[src/rtl/dut_result_pkg.sv]
// Shared types and sizing helpers for the DUT result FIFO.
// Defaults for data width and depth, plus the pointer width helper.
package dut_result_pkg;

  localparam int DATA_W_DEF = 32;
  localparam int DEPTH_DEF  = 8;

  typedef logic [DATA_W_DEF-1:0] result_t;

  // Address bits plus one wrap bit.
  function automatic int ptr_w(input int depth);
    return $clog2(depth) + 1;
  endfunction

endpackage

[src/rtl/dut_result_fifo_mem.sv]
// Register array for the result FIFO; no reset on contents.
// Ports: clk, write port (we, waddr, wdata), async read (raddr, rdata).
module dut_result_fifo_mem
  import dut_result_pkg::*;
#(
  parameter int DATA_W = DATA_W_DEF,
  parameter int DEPTH  = DEPTH_DEF,
  parameter int AW     = $clog2(DEPTH)
) (
  input  logic              clk,
  input  logic              we,
  input  logic [AW-1:0]     waddr,
  input  logic [DATA_W-1:0] wdata,
  input  logic [AW-1:0]     raddr,
  output logic [DATA_W-1:0] rdata
);

  logic [DATA_W-1:0] mem [DEPTH];

  always_ff @(posedge clk) begin
    if (we) mem[waddr] <= wdata;
  end

  assign rdata = mem[raddr];

endmodule

[src/rtl/dut_result_fifo.sv]
// First-word-fall-through FIFO buffering DUT results for the monitor.
// Ports: clk, reset (async, active-low), clear, in_* / out_* handshakes,
// status outputs count, full, empty and sticky overflow.
module dut_result_fifo
  import dut_result_pkg::*;
#(
  parameter  int DATA_W = DATA_W_DEF,
  parameter  int DEPTH  = DEPTH_DEF,
  localparam int CNT_W  = $clog2(DEPTH + 1)
) (
  input  logic              clk,
  input  logic              reset,
  input  logic              clear,
  input  logic              in_valid,
  output logic              in_ready,
  input  logic [DATA_W-1:0] in_data,
  output logic              out_valid,
  input  logic              out_ready,
  output logic [DATA_W-1:0] out_data,
  output logic [CNT_W-1:0]  count,
  output logic              full,
  output logic              empty,
  output logic              overflow
);

  localparam int PW = ptr_w(DEPTH);
  localparam int AW = PW - 1;

  logic [PW-1:0] wr_ptr;
  logic [PW-1:0] rd_ptr;
  logic          push;
  logic          pop;

  assign empty = (wr_ptr == rd_ptr);
  assign full  = (wr_ptr[AW-1:0] == rd_ptr[AW-1:0])
              && (wr_ptr[AW] != rd_ptr[AW]);

  assign in_ready  = !full;
  assign out_valid = !empty;

  // clear wins over any handshake in the same cycle.
  assign push = in_valid && in_ready && !clear;
  assign pop  = out_valid && out_ready && !clear;

  always_ff @(posedge clk or negedge reset) begin
    if (!reset) begin
      wr_ptr   <= '0;
      rd_ptr   <= '0;
      count    <= '0;
      overflow <= 1'b0;
    end else if (clear) begin
      wr_ptr   <= '0;
      rd_ptr   <= '0;
      count    <= '0;
      overflow <= 1'b0;
    end else begin
      if (push) wr_ptr <= wr_ptr + PW'(1);
      if (pop)  rd_ptr <= rd_ptr + PW'(1);
      if (in_valid && full) overflow <= 1'b1;
      unique case ({push, pop})
        2'b10:   count <= count + CNT_W'(1);
        2'b01:   count <= count - CNT_W'(1);
        default: count <= count;
      endcase
    end
  end

  dut_result_fifo_mem #(
    .DATA_W (DATA_W),
    .DEPTH  (DEPTH),
    .AW     (AW)
  ) u_mem (
    .clk   (clk),
    .we    (push),
    .waddr (wr_ptr[AW-1:0]),
    .wdata (in_data),
    .raddr (rd_ptr[AW-1:0]),
    .rdata (out_data)
  );

endmodule

[config.mk]
export PLATFORM = sky130hd
export DESIGN_NAME = dut_result_fifo
export DESIGN_NICKNAME = d
export VERILOG_FILES = /design/src/rtl/dut_result_pkg.sv /design/src/rtl/dut_result_fifo_mem.sv /design/src/rtl/dut_result_fifo.sv
export SDC_FILE = /design/constraint.sdc
export NUM_CORES = 1
export LEC_CHECK = 0
export CORE_MARGIN = 2
export CORE_UTILIZATION = 35
export CTS_BUF_LIST = sky130_fd_sc_hd__clkbuf_8 sky130_fd_sc_hd__clkbuf_16
export CTS_CLUSTER_DIAMETER = 30
export DETAILED_ROUTE_END_ITERATION = 16
export PLACE_DENSITY_LB_ADDON = 0.3
export SETUP_SLACK_MARGIN = 0.15
export SLEW_MARGIN = 25
export SYNTH_ARGS = -nofsm -noshare
export SYNTH_HDL_FRONTEND = slang
export SYNTH_SLANG_ARGS = --single-unit
[constraint.sdc]
create_clock -name clk -period 12.7 [get_ports clk]
set_clock_uncertainty 0.15 [all_clocks]
set_input_delay 1.27 -clock clk [delete_from_list [all_inputs] [get_ports clk]]
set_output_delay 1.27 -clock clk [all_outputs]
set_load 0.05 [all_outputs]
==> reports/results.env <==
ROUTE.DETAILED.DRC=0
SYNTH_SEQ_CELLS=269
FINALSETUPVIOLATIONS=0
GRT.OVERFLOW.TOTAL=0
WORST_SLEW_PIN_SLEW_NS=1.14
LAYOUT-AREA-OVERHEAD-VS-SYNTH_PCT=29.8
POST_CTS_CLOCK_SLEW_AT_THE_LAUNCH_AND_CAPTURE_REGISTERS_OF_THE_WORST_SETUP_AND_HOLD_PATHS_NS=0.05
CTS-ROOT-TO-SINK-BUFFERS=3
AVGVIACOUNTPERCELL=4.90
DIE_H_UM=178
GRT_PASS1_WL_MM=31.8
LAYOUT.CELLS.MOST_COMMON='sky130_fd_sc_hd__edfxtp_1'
DRT-WIRELENGTH-PER-CELL_UM=20.5
POSTROUTEWIRELENGTH_MM=21.0
MAXCAPVIOLATIONS=0
FINAL.HOLD.WORST_SLACK_NS=0.364
FIN_CRIT_NS=4.98
HOLD_VIOL_FINAL=0
PLACE_HPWL_MM=11.1
DIE_AREA_SQ_MM=0.0315
CTS_REPAIR_RESIZE_COUNT=0
PLACEMENT.IO_BUFFERS=77
CLK-INSERTION-DELAY-LATE_NS=0.55
STDCELL_AREA_SQ_MM=0.0137
WORSTPATHMAXFANOUT=56
SYN_NETS=509
MULTIINPUTGATEAREA_SQ_MM=0.00242
CTS.SINKS=269
DESIGN.FINAL.NETS=630
GRT_SETUP_UNREPAIRED='no'
WORST_EP_REQUIRED_TIME_NS=11.28
SETUP_TOTAL_NEGATIVE_SLACK_NS=0
FINAL_CELL_COUNT_NO_FILL=1024
SYNTHESIZED_AREA_SQ_MM=0.0105
LAYOUT.FILLER_CELLS=2528
SYNTH-WARNING-COUNT=0
CRITPATHKIND='flip-flop to primary output'
CTS_HOLD_BUFFERS=0
CTS_HTREE_LEVELS=2
CLOCK.FMAX_GHz=0.201
REMAINING_MAX_SLEW_BUDGET_AT_THE_TIGHTEST_PIN=0.229
FIRST_PASS_ITERATION_COUNT_OF_THE_DETAILED_ROUTER=4
GRT_START_MAX_NET_PINS=70
GRT_PASS1_VIAS=5423
REG2REG_SETUP_SLACK_NS=8.61
POST_DP_CELL_AREA_SQ_MM=0.0118
INITIAL_UTILIZATION=0.356
NUMBER_OF_ANTENNA_VIOLATIONS_AT_THE_FIRST_CHECK_IN_GLOBAL_ROUTING=1
CTS_TREE='done'
CELLLEAKAGEPOWER_nW=4.43
CTS.REPAIR_TIMING.SETUP_BUFFER_COUNT=0
SYNTH-SEQ-AREA-SHARE=0.760
HOLD_CLASS='flip-flop to flip-flop'
CLOCK-ROOT-BUFFER='sky130_fd_sc_hd__clkbuf_16'
ASYNC_RESET_FF_FRAC=0.0483
CRITICAL_PATH_ENDPOINT_CATEGORY='primary output'
YOSYS.CELL_TYPES.COUNT=41
LAYOUT_COMMON_CELLS='sky130_fd_sc_hd__edfxtp_1, sky130_fd_sc_hd__clkdlybuf4s50_1, sky130_fd_sc_hd__mux4_2'
SYNTHCELLS=467
POSTLAYOUTSETUPSLACKWORST_NS=7.72
DIE_X_UM=178
FP.COREAREA_SQ_MM=0.0296
DRIVE_GT1_FRAC=0.346
DP_CELLS=921
CP_DATA_ARRIVAL_TIME_NS=3.56
TRITONCTS.NUM_BUFFERS=54
BOUNDARYPINS=78
FIRST_ITER_VIOLATIONS=351
POSTLAYOUTCOREUTIL=0.462
DRT.ANTENNA.VIOLATING_NETS=0
PERIOD_SHARE=0.392
NUM_VIAS=5022
FIN_TOTAL_PWR_mW=2.79
POWER_DENSITY_mW_PER_MM2=204
SYNTH-EDFF-COUNT=256
PLACE_CONGESTION=0.725
AVERAGE_INSTANCE_AREA_AFTER_SYNTHESIS_SQ_UM=22.6
CRITPATHLAUNCHTYPE='flip-flop'
FINAL-MAX-SLEW-VIOLATION-COUNT=0
RESULT_OF_THE_RUN='complete, no violations'
DPL_WS_NS=8.23
SEQUENTIAL_STANDARD_CELL_AREA_SQ_MM=0.00802
MAX-VDD-IR-DROP_uV=117
GRTUSAGETOTAL=0.136
PLACEMENT_ROWS=63
YS_DOMINANT_REG_CELL='sky130_fd_sc_hd__edfxtp_1'
-- layer usage --
layer  global-route usage  share of wire  routed length [um]  vias up
met4               0.0379          0.015                 307        0
met3               0.0304          0.041                 851       29
met5                    0              0                   0        -
met2                0.225           0.50               10500      122
li1                     -              -                   -     2220
met1                0.181           0.44                9290     2651
-- critical path, stage by stage (launching register included) --
cell	delay [ns]
sky130_fd_sc_hd__dfrtp_4	0.59
sky130_fd_sc_hd__buf_6	0.67
sky130_fd_sc_hd__xor2_2	0.21
sky130_fd_sc_hd__nor4_1	0.58
sky130_fd_sc_hd__clkdlybuf4s50_1	0.91
-- worst paths after layout --
kind                                       startpoint                    end  cells past startpoint
worst min-delay path             overflow$_DFFE_PN0P_   overflow$_DFFE_PN0P_                      2
worst max-delay path            rd_ptr[0]$_DFFE_PN0P_                   full                      4
min in group asynchronous                       reset   overflow$_DFFE_PN0P_                      1
max in group asynchronous                       reset  rd_ptr[0]$_DFFE_PN0P_                      1
worst max register to register  rd_ptr[0]$_DFFE_PN0P_   count[3]$_DFFE_PN0P_                     10
worst min register to register   overflow$_DFFE_PN0P_   overflow$_DFFE_PN0P_                      2
-- Yosys cell counts (2+ instances only) --
library cell | number | area share
sky130_fd_sc_hd__xnor2_1 | 3 | 0.0025
sky130_fd_sc_hd__xnor2_2 | 2 | 0.0031
sky130_fd_sc_hd__mux4_2 | 64 | 0.14
sky130_fd_sc_hd__xor2_1 | 7 | 0.0058
sky130_fd_sc_hd__xor2_2 | 2 | 0.0031
sky130_fd_sc_hd__and3b_1 | 2 | 0.0017
sky130_fd_sc_hd__nand3_1 | 4 | 0.0019
sky130_fd_sc_hd__buf_6 | 2 | 0.0021
sky130_fd_sc_hd__buf_1 | 4 | 0.0014
sky130_fd_sc_hd__nand2_1 | 6 | 0.0021
sky130_fd_sc_hd__nor3b_1 | 3 | 0.0021
sky130_fd_sc_hd__nor2_1 | 10 | 0.0036
sky130_fd_sc_hd__dfrtp_1 | 13 | 0.031
sky130_fd_sc_hd__clkbuf_1 | 10 | 0.0036
sky130_fd_sc_hd__edfxtp_1 | 256 | 0.73
sky130_fd_sc_hd__ha_1 | 4 | 0.0047
sky130_fd_sc_hd__mux2_2 | 32 | 0.034
sky130_fd_sc_hd__nor4_1 | 3 | 0.0018
sky130_fd_sc_hd__o21ai_0 | 2 | 0.00095
sky130_fd_sc_hd__nor3_1 | 3 | 0.0014
sky130_fd_sc_hd__clkbuf_8 | 2 | 0.0026
sky130_fd_sc_hd__buf_2 | 5 | 0.0024
sky130_fd_sc_hd__mux2i_1 | 2 | 0.0019
sky130_fd_sc_hd__a21oi_1 | 7 | 0.0033
sky130_fd_sc_hd__inv_1 | 3 | 0.0011
-- sequential cells by signal (all words and copies together), names as in the netlist --
register   cells
wr_ptr         4
rd_ptr         4
overflow       1
u_mem.mem    256
count          4
-- layout make-up --
cell class                 count  share of cell area
antenna                        1            0.000183
clock buffer                  54              0.0988
clock inverter                47              0.0365
inverter                       3            0.000823
multi-input combinational    170               0.177
sequential                   269               0.586
tap                          390              0.0357
timing repair buffer          90              0.0652
-- where the power goes --
group	switching, mW	internal (mW)
clock network	0.463	0.924
logic	0.220	0.171
registers	0.0194	0.992
total	0.702	2.09
-- cell families (layout without fill, tap and decap cells) --
| kind of cell | after synthesis | count (layout) | share of synthesized area |
|---|---|---|---|
| compound gates | 18 | 18 | 0.0144 |
| xor+xnor | 14 | 14 | 0.0145 |
| fa+ha+maj | 5 | 5 | 0.00665 |
| buf+inv | 28 | 194 | 0.0146 |
| flops | 269 | 269 | 0.760 |
| mux | 98 | 98 | 0.173 |
| other cells | 0 | 1 | 0 |
| simple gates | 35 | 35 | 0.0172 |
Note: power is estimated with default switching activity, not from simulation.
